===== config.mk =====
export PLATFORM = sky130hd
export DESIGN_NAME = gate_test_seq_flat
export DESIGN_NICKNAME = d
export VERILOG_FILES = /design/src/rtl/gate_test_seq_if.sv /design/src/rtl/gate_test_seq.sv /design/src/flat_wrapper.sv
export SDC_FILE = /design/constraint.sdc
export NUM_CORES = 1
export LEC_CHECK = 0
export CORE_MARGIN = 8
export CORE_UTILIZATION = 45
export CTS_CLUSTER_SIZE = 24
export DETAILED_ROUTE_END_ITERATION = 10
export PLACE_DENSITY = 0.68
export SLEW_MARGIN = 20
export SYNTH_ARGS = -nofsm -noshare
export SYNTH_HDL_FRONTEND = slang
export SYNTH_SLANG_ARGS = --single-unit

===== constraint.sdc =====
create_clock -name clk -period 4.2 [get_ports clk]
set_input_delay 0.84 -clock clk [delete_from_list [all_inputs] [get_ports clk]]
set_output_delay 0.84 -clock clk [all_outputs]
set_load 0.005 [all_outputs]

===== src/rtl/gate_test_seq_if.sv =====
// Bundle between the lab top level / inverter bank and the gate self-test
// controller.
// Signals:
//   start    - request to begin a sweep
//   gate_y   - inverter bank outputs
//   gate_a   - registered stimulus to the inverter bank
//   busy     - sweep in progress
//   done     - one-cycle end-of-sweep pulse
//   pass     - result of the last completed sweep
//   err_cnt  - saturating mismatch count
//   fail_vec - first failing vector
// Modports: master = lab top / bank side, slave = controller side.
interface gate_test_seq_if #(
  parameter int unsigned WIDTH = 1,
  parameter int unsigned ERR_W = 8
);
  logic             start;
  logic [WIDTH-1:0] gate_y;
  logic [WIDTH-1:0] gate_a;
  logic             busy;
  logic             done;
  logic             pass;
  logic [ERR_W-1:0] err_cnt;
  logic [WIDTH-1:0] fail_vec;

  modport master (
    output start, gate_y,
    input  gate_a, busy, done, pass, err_cnt, fail_vec
  );

  modport slave (
    input  start, gate_y,
    output gate_a, busy, done, pass, err_cnt, fail_vec
  );
endinterface


===== src/rtl/gate_test_seq.sv =====
// Self-test sequencer for a bank of WIDTH parallel inverters. Sweeps all
// 2^WIDTH input vectors, waits SETTLE cycles after driving each one, and
// checks the bank output against the bitwise inverse of the stimulus.
// Ports:
//   clk - rising-edge clock
//   rst - synchronous active-high reset
//   bus - gate_test_seq_if slave modport (start, gate_y in; gate_a, busy,
//         done, pass, err_cnt, fail_vec out; all outputs registered)
// Build option: define GATE_TEST_STOP_ON_ERR_EN to end the sweep at the
// first mismatch and keep the failing vector on gate_a for probing.
module gate_test_seq #(
  parameter int unsigned WIDTH  = 1,
  parameter int unsigned SETTLE = 2,
  parameter int unsigned ERR_W  = 8
) (
  input  logic            clk,
  input  logic            rst,
  gate_test_seq_if.slave  bus
);

  localparam int unsigned CNT_W = 4;

  typedef enum logic [2:0] {
    S_IDLE,
    S_DRIVE,
    S_SETTLE,
    S_CHECK,
    S_DONE
  } state_e;

  state_e           state_q,  state_d;
  // gate_a doubles as the vector counter: the driven vector is always the
  // current sweep index.
  logic [WIDTH-1:0] gate_a_q, gate_a_d;
  logic [CNT_W-1:0] cnt_q,    cnt_d;
  logic             flag_q,   flag_d;
  logic             busy_q,   busy_d;
  logic             done_q,   done_d;
  logic             pass_q,   pass_d;
  logic [ERR_W-1:0] err_q,    err_d;
  logic [WIDTH-1:0] fvec_q,   fvec_d;
  logic             mismatch_c;

  assign mismatch_c = (bus.gate_y != ~gate_a_q);

  // State and output registers.
  always_ff @(posedge clk) begin
    if (rst) begin
      state_q  <= S_IDLE;
      gate_a_q <= '0;
      cnt_q    <= '0;
      flag_q   <= 1'b0;
      busy_q   <= 1'b0;
      done_q   <= 1'b0;
      pass_q   <= 1'b0;
      err_q    <= '0;
      fvec_q   <= '0;
    end else begin
      state_q  <= state_d;
      gate_a_q <= gate_a_d;
      cnt_q    <= cnt_d;
      flag_q   <= flag_d;
      busy_q   <= busy_d;
      done_q   <= done_d;
      pass_q   <= pass_d;
      err_q    <= err_d;
      fvec_q   <= fvec_d;
    end
  end

  // Next-state and next-output logic.
  always_comb begin
    state_d  = state_q;
    gate_a_d = gate_a_q;
    cnt_d    = cnt_q;
    flag_d   = flag_q;
    pass_d   = pass_q;
    err_d    = err_q;
    fvec_d   = fvec_q;

    case (state_q)
      S_IDLE: begin
        if (bus.start) begin
          gate_a_d = '0;
          err_d    = '0;
          pass_d   = 1'b0;
          fvec_d   = '0;
          flag_d   = 1'b0;
          state_d  = S_DRIVE;
        end
      end

      S_DRIVE: begin
        cnt_d   = CNT_W'(SETTLE);
        state_d = (SETTLE == 0) ? S_CHECK : S_SETTLE;
      end

      S_SETTLE: begin
        cnt_d = cnt_q - CNT_W'(1);
        if (cnt_q <= CNT_W'(1)) begin
          state_d = S_CHECK;
        end
      end

      S_CHECK: begin
        if (mismatch_c) begin
          if (err_q != {ERR_W{1'b1}}) begin
            err_d = err_q + ERR_W'(1);
          end
          if (!flag_q) begin
            fvec_d = gate_a_q;
            flag_d = 1'b1;
          end
        end
`ifdef GATE_TEST_STOP_ON_ERR_EN
        if (mismatch_c || (&gate_a_q)) begin
          state_d = S_DONE;
        end else begin
          gate_a_d = gate_a_q + WIDTH'(1);
          state_d  = S_DRIVE;
        end
`else
        if (&gate_a_q) begin
          state_d = S_DONE;
        end else begin
          gate_a_d = gate_a_q + WIDTH'(1);
          state_d  = S_DRIVE;
        end
`endif
      end

      S_DONE: begin
        pass_d  = (err_q == '0);
        state_d = S_IDLE;
      end

      default: state_d = S_IDLE;
    endcase

    // busy/done registered from the next state so they align with it.
    busy_d = (state_d == S_DRIVE) || (state_d == S_SETTLE) || (state_d == S_CHECK);
    done_d = (state_d == S_DONE);
  end

  assign bus.gate_a   = gate_a_q;
  assign bus.busy     = busy_q;
  assign bus.done     = done_q;
  assign bus.pass     = pass_q;
  assign bus.err_cnt  = err_q;
  assign bus.fail_vec = fvec_q;

endmodule


===== src/flat_wrapper.sv =====
// flat-port wrapper written by rule: the top's interface ports become plain ports
module gate_test_seq_flat 
#(
  parameter int unsigned WIDTH  = 1,
  parameter int unsigned SETTLE = 2,
  parameter int unsigned ERR_W  = 8
)
  (clk, rst, bus_start, bus_gate_y, bus_gate_a, bus_busy, bus_done, bus_pass, bus_err_cnt, bus_fail_vec);
  gate_test_seq_if #(.WIDTH(WIDTH), .ERR_W(ERR_W)) bus_i ();
  input  logic clk;
  input  logic rst;
  input wire logic [$bits(bus_i.start)-1:0] bus_start;
  input wire logic [$bits(bus_i.gate_y)-1:0] bus_gate_y;
  output wire logic [$bits(bus_i.gate_a)-1:0] bus_gate_a;
  output wire logic [$bits(bus_i.busy)-1:0] bus_busy;
  output wire logic [$bits(bus_i.done)-1:0] bus_done;
  output wire logic [$bits(bus_i.pass)-1:0] bus_pass;
  output wire logic [$bits(bus_i.err_cnt)-1:0] bus_err_cnt;
  output wire logic [$bits(bus_i.fail_vec)-1:0] bus_fail_vec;
  assign bus_i.start = bus_start;
  assign bus_i.gate_y = bus_gate_y;
  assign bus_gate_a = bus_i.gate_a;
  assign bus_busy = bus_i.busy;
  assign bus_done = bus_i.done;
  assign bus_pass = bus_i.pass;
  assign bus_err_cnt = bus_i.err_cnt;
  assign bus_fail_vec = bus_i.fail_vec;
  gate_test_seq #(.WIDTH(WIDTH), .SETTLE(SETTLE), .ERR_W(ERR_W)) u_core (.clk(clk), .rst(rst), .bus(bus_i));
endmodule

==> summary.txt <==
Power and ir drop
  – Clock share of power: 21.9%
  – Switch Pwr: 0.159 mW
  – Comb power frac: 27.2%
  – Worst VDD drop: 0.000203 V
  – Reg power frac: 50.9%
  – Switching share of power: 33.6%
  – Leakage power: 0.434 nW
  – Cell Pwr Density: 355 mW/mm^2
  – Internal Power: 0.314 mW

STA
  – Setup TNS: 0 ns
  – Final setup fails: 0
  – Max Slew Vio Count: 0
  – Worst rel slew slack: 52.5%
  – Clock Skew: 0.00823 ns
  – RSZ-0062 raised after global routing: no
  – Tmin final: 2.36 ns
  – Final worst-path cycle share: 56.3%
  – Slew @ Worst Pin: 0.710 ns
  – Final Hold Fails: 0
  – Max Freq: 423 MHz

Clock network
  – Hold-fix buffers, CTS: 0
  – Clk sinks: 21
  – CTS H-tree lvls: 1
  – Post-CTS Setup Inserts: 0
  – CTS root buf: clkbuf_4
  – CTS buffer count: 3
  – TritonCTS clock tree: yes
  – CTS Buffer Depth: 2
  – Post-cts sizing count: 0
  – Worst-path clk slew: 0.12 ns
  – Clk Latency, worst-skew pair: 0.31 ns

Logic synthesis
  – #FFs+latches synth: 21
  – Library cells used by synthesis: 44
  – Area share of the largest cell type after synthesis: 36.3%
  – Synth Flop Type: dfxtp_1
  – Post-synthesis sequential area ratio: 36.3%
  – Post-synth EDFFs: 0
  – Syn_nets: 136
  – Ys Warns: 0
  – Synth Instances: 128
  – Syn avg cell area: 9.04 sq um
  – Top cell type by total area after synthesis: dfxtp_1
  – Dominant cells by area after synthesis: dfxtp_1, ha_1, o21ai_0
  – Area of the mapped netlist: 0.00116 sq mm
  – Fraction of registers with async set/reset: 0%

Worst setup path
  – Critical Path Source Type: primary input
  – Top fanout value on the critical path: 10
  – Crit Path Class: in2reg
  – CP Buf/Inv Count: 1
  – FF-to-FF setup slack: 2.18 ns
  – Reg2reg start: u_core.state_q[1]
  – CP Capture Type: register
  – Sequence of cells on the critical path: clkdlybuf4s50_1 -> nor4b_4 -> a21oi_2 -> or4_1 -> a21boi_0
  – CP endpoint: u_core.bus.err_cnt[4]
  – Critical Path Max Stage Delay: 0.52 ns
  – Crit. Startpoint: bus_start
  – Slowest cell on crit path: or4_1
  – Delay-heaviest family, CP: simple AND/OR/NAND/NOR gates
  – Critical path arrival: 2.60 ns
  – FF-to-FF End: u_core.bus.busy
  – R2R cell count: 4
  – Crit path required time: 4.44 ns
  – Worst path depth: 5

GRT
  – Vias in the first global route: 901
  – Initial antenna violation count: 0
  – GRT Resource Usage Total: 11.8%
  – First-pass GRT wire length: 4.20 mm
  – Total congestion overflow: 0
  – Largest net degree at the start of global routing: 20

Die
  – Core Region: 0.00245 sq mm
  – Die area: 0.00445 sq mm
  – I/O pin cnt: 17
  – Die H: 66.7 microns
  – Num rows: 18
  – Initial core utilization: 47.1%
  – Die X: 66.7 microns

Run status
  – Status: complete, no violations

Cells and area
  – # fillers: 243
  – Share of layout cells above drive strength 1: 11.3%
  – Area Growth Syn to Fin: 15.0%
  – Nets: 151
  – Commonest non-fill, non-tap cell in the layout: dfxtp_1
  – Fin util: 54.2%
  – Highest-count cells in the layout ignoring fill and taps: dfxtp_1, clkdlybuf4s50_1, nor2_1, nand2_1, o21ai_0
  – Antenna fix cells: 0
  – Non-Filler Instances: 172

Detailed routing
  – Post-route ant nets: 0
  – Vias: 987
  – Starting DRT DRC Count: 56
  – Wirelength per Cell: 14.6 microns
  – Vias/cell: 5.74
  – DR DRC count: 0
  – Routed Wire Length: 2.51 mm
  – TritonRoute pass-1 iters: 4

Run
  – Max_cap viols: 0

Place
  – PortBufs: 16
  – DP HPWL: 1.82 mm
  – Placed cell count: 168
  – Placer Congestion: 0.766

Worst hold path
  – Hold crit path type: reg2reg
==> worst min-delay path by stage <==
stage / from / end / slack [ns] / cells past startpoint
6_report: u_core.bus.pass / u_core.bus.pass / 0.49 / 2
5_1_grt: u_core.bus.pass / u_core.bus.pass / 0.51 / 2
4_1_cts: u_core.bus.pass / u_core.bus.pass / 0.50 / 2
3_5_place_dp: u_core.bus.pass / u_core.bus.pass / 0.49 / 2
3_3_place_gp: u_core.bus.pass / u_core.bus.pass / 0.46 / 2
2_1_floorplan: u_core.bus.pass / u_core.bus.pass / 0.47 / 2
==> sequential cells by signal, summed over array words and instances (netlist names) <==
signal               cells
u_core.bus.busy          1
u_core.bus.gate_a        1
u_core.state_q           3
u_core.flag_q            1
u_core.bus.done          1
u_core.cnt_q             4
u_core.bus.fail_vec      1
u_core.bus.pass          1
u_core.bus.err_cnt       8
==> cells in the mapped netlist, types with 3 or more instances <==
library cell  count
o21ai_0           8
or3_1             4
a21oi_1           4
inv_1             7
nor2_1            9
nor4_1            4
dfxtp_1          21
nand2_1           9
mux2i_1           3
buf_6             3
nor3_1            4
nand4_1           3
ha_1              4
nand3_1           6
o31ai_1           3
==> per-layer routing <==
metal	up-vias	share of wire, %	track usage, %
met5	-	0	0
met4	0	0.92	4.80
met3	4	6.0	4.19
met2	18	46	17.3
met1	466	47	15.1
li1	499	-	-
==> stage by stage <==
step | power (mW) | hold WS, ns | setup slack, ns | instance area [sq um]
6_report | 0.473 | 0.491 | 1.84 | 1330
5_1_grt | 0.503 | 0.515 | 1.66 | 1330
2_1_floorplan | 0.347 | 0.466 | 2.18 | 1160
3_5_place_dp | 0.373 | 0.487 | 1.49 | 1310
4_1_cts | 0.473 | 0.504 | 1.82 | 1330
3_3_place_gp | 0.369 | 0.463 | 1.59 | 1310
==> worst min-delay path: cells and delay by family (launching register included) <==
family          cells  cell delay (ns)
simple gates        1             0.05
compound gates      1             0.07
flops               1             0.33
==> final cells by class <==
type / instances / area, sq um / area share [%]
Timing Repair Buffer: 16 / 160 / 12.0
Tap cell: 30 / 37.5 / 2.82
Inverter: 7 / 26.3 / 1.97
Clock buffer: 4 / 26.3 / 1.97
Multi-Input combinational cell: 94 / 661 / 49.6
Sequential cell: 21 / 420 / 31.6
==> logic make-up (layout without fill, tap and decap cells) <==
group	count (synthesis)	count (layout)	synth area share, %
simple gates	54	54	28.9
buf+inv	13	27	6.59
fa+ha+maj	4	4	4.32
compound gates	29	29	17.8
xor+xnor	2	2	1.51
flops	21	21	36.3
mux	5	5	4.54
==> power by group through the flow <==
stage / registers (mW) / clock network, mW / logic, mW
6_report: 0.241 / 0.103 / 0.129
5_1_grt: 0.245 / 0.115 / 0.143
4_1_cts: 0.240 / 0.104 / 0.129
3_5_place_dp: 0.245 / 0 / 0.128
3_3_place_gp: 0.244 / 0 / 0.125
2_1_floorplan: 0.232 / 0 / 0.115
Note: power is estimated with default switching activity, not from simulation.
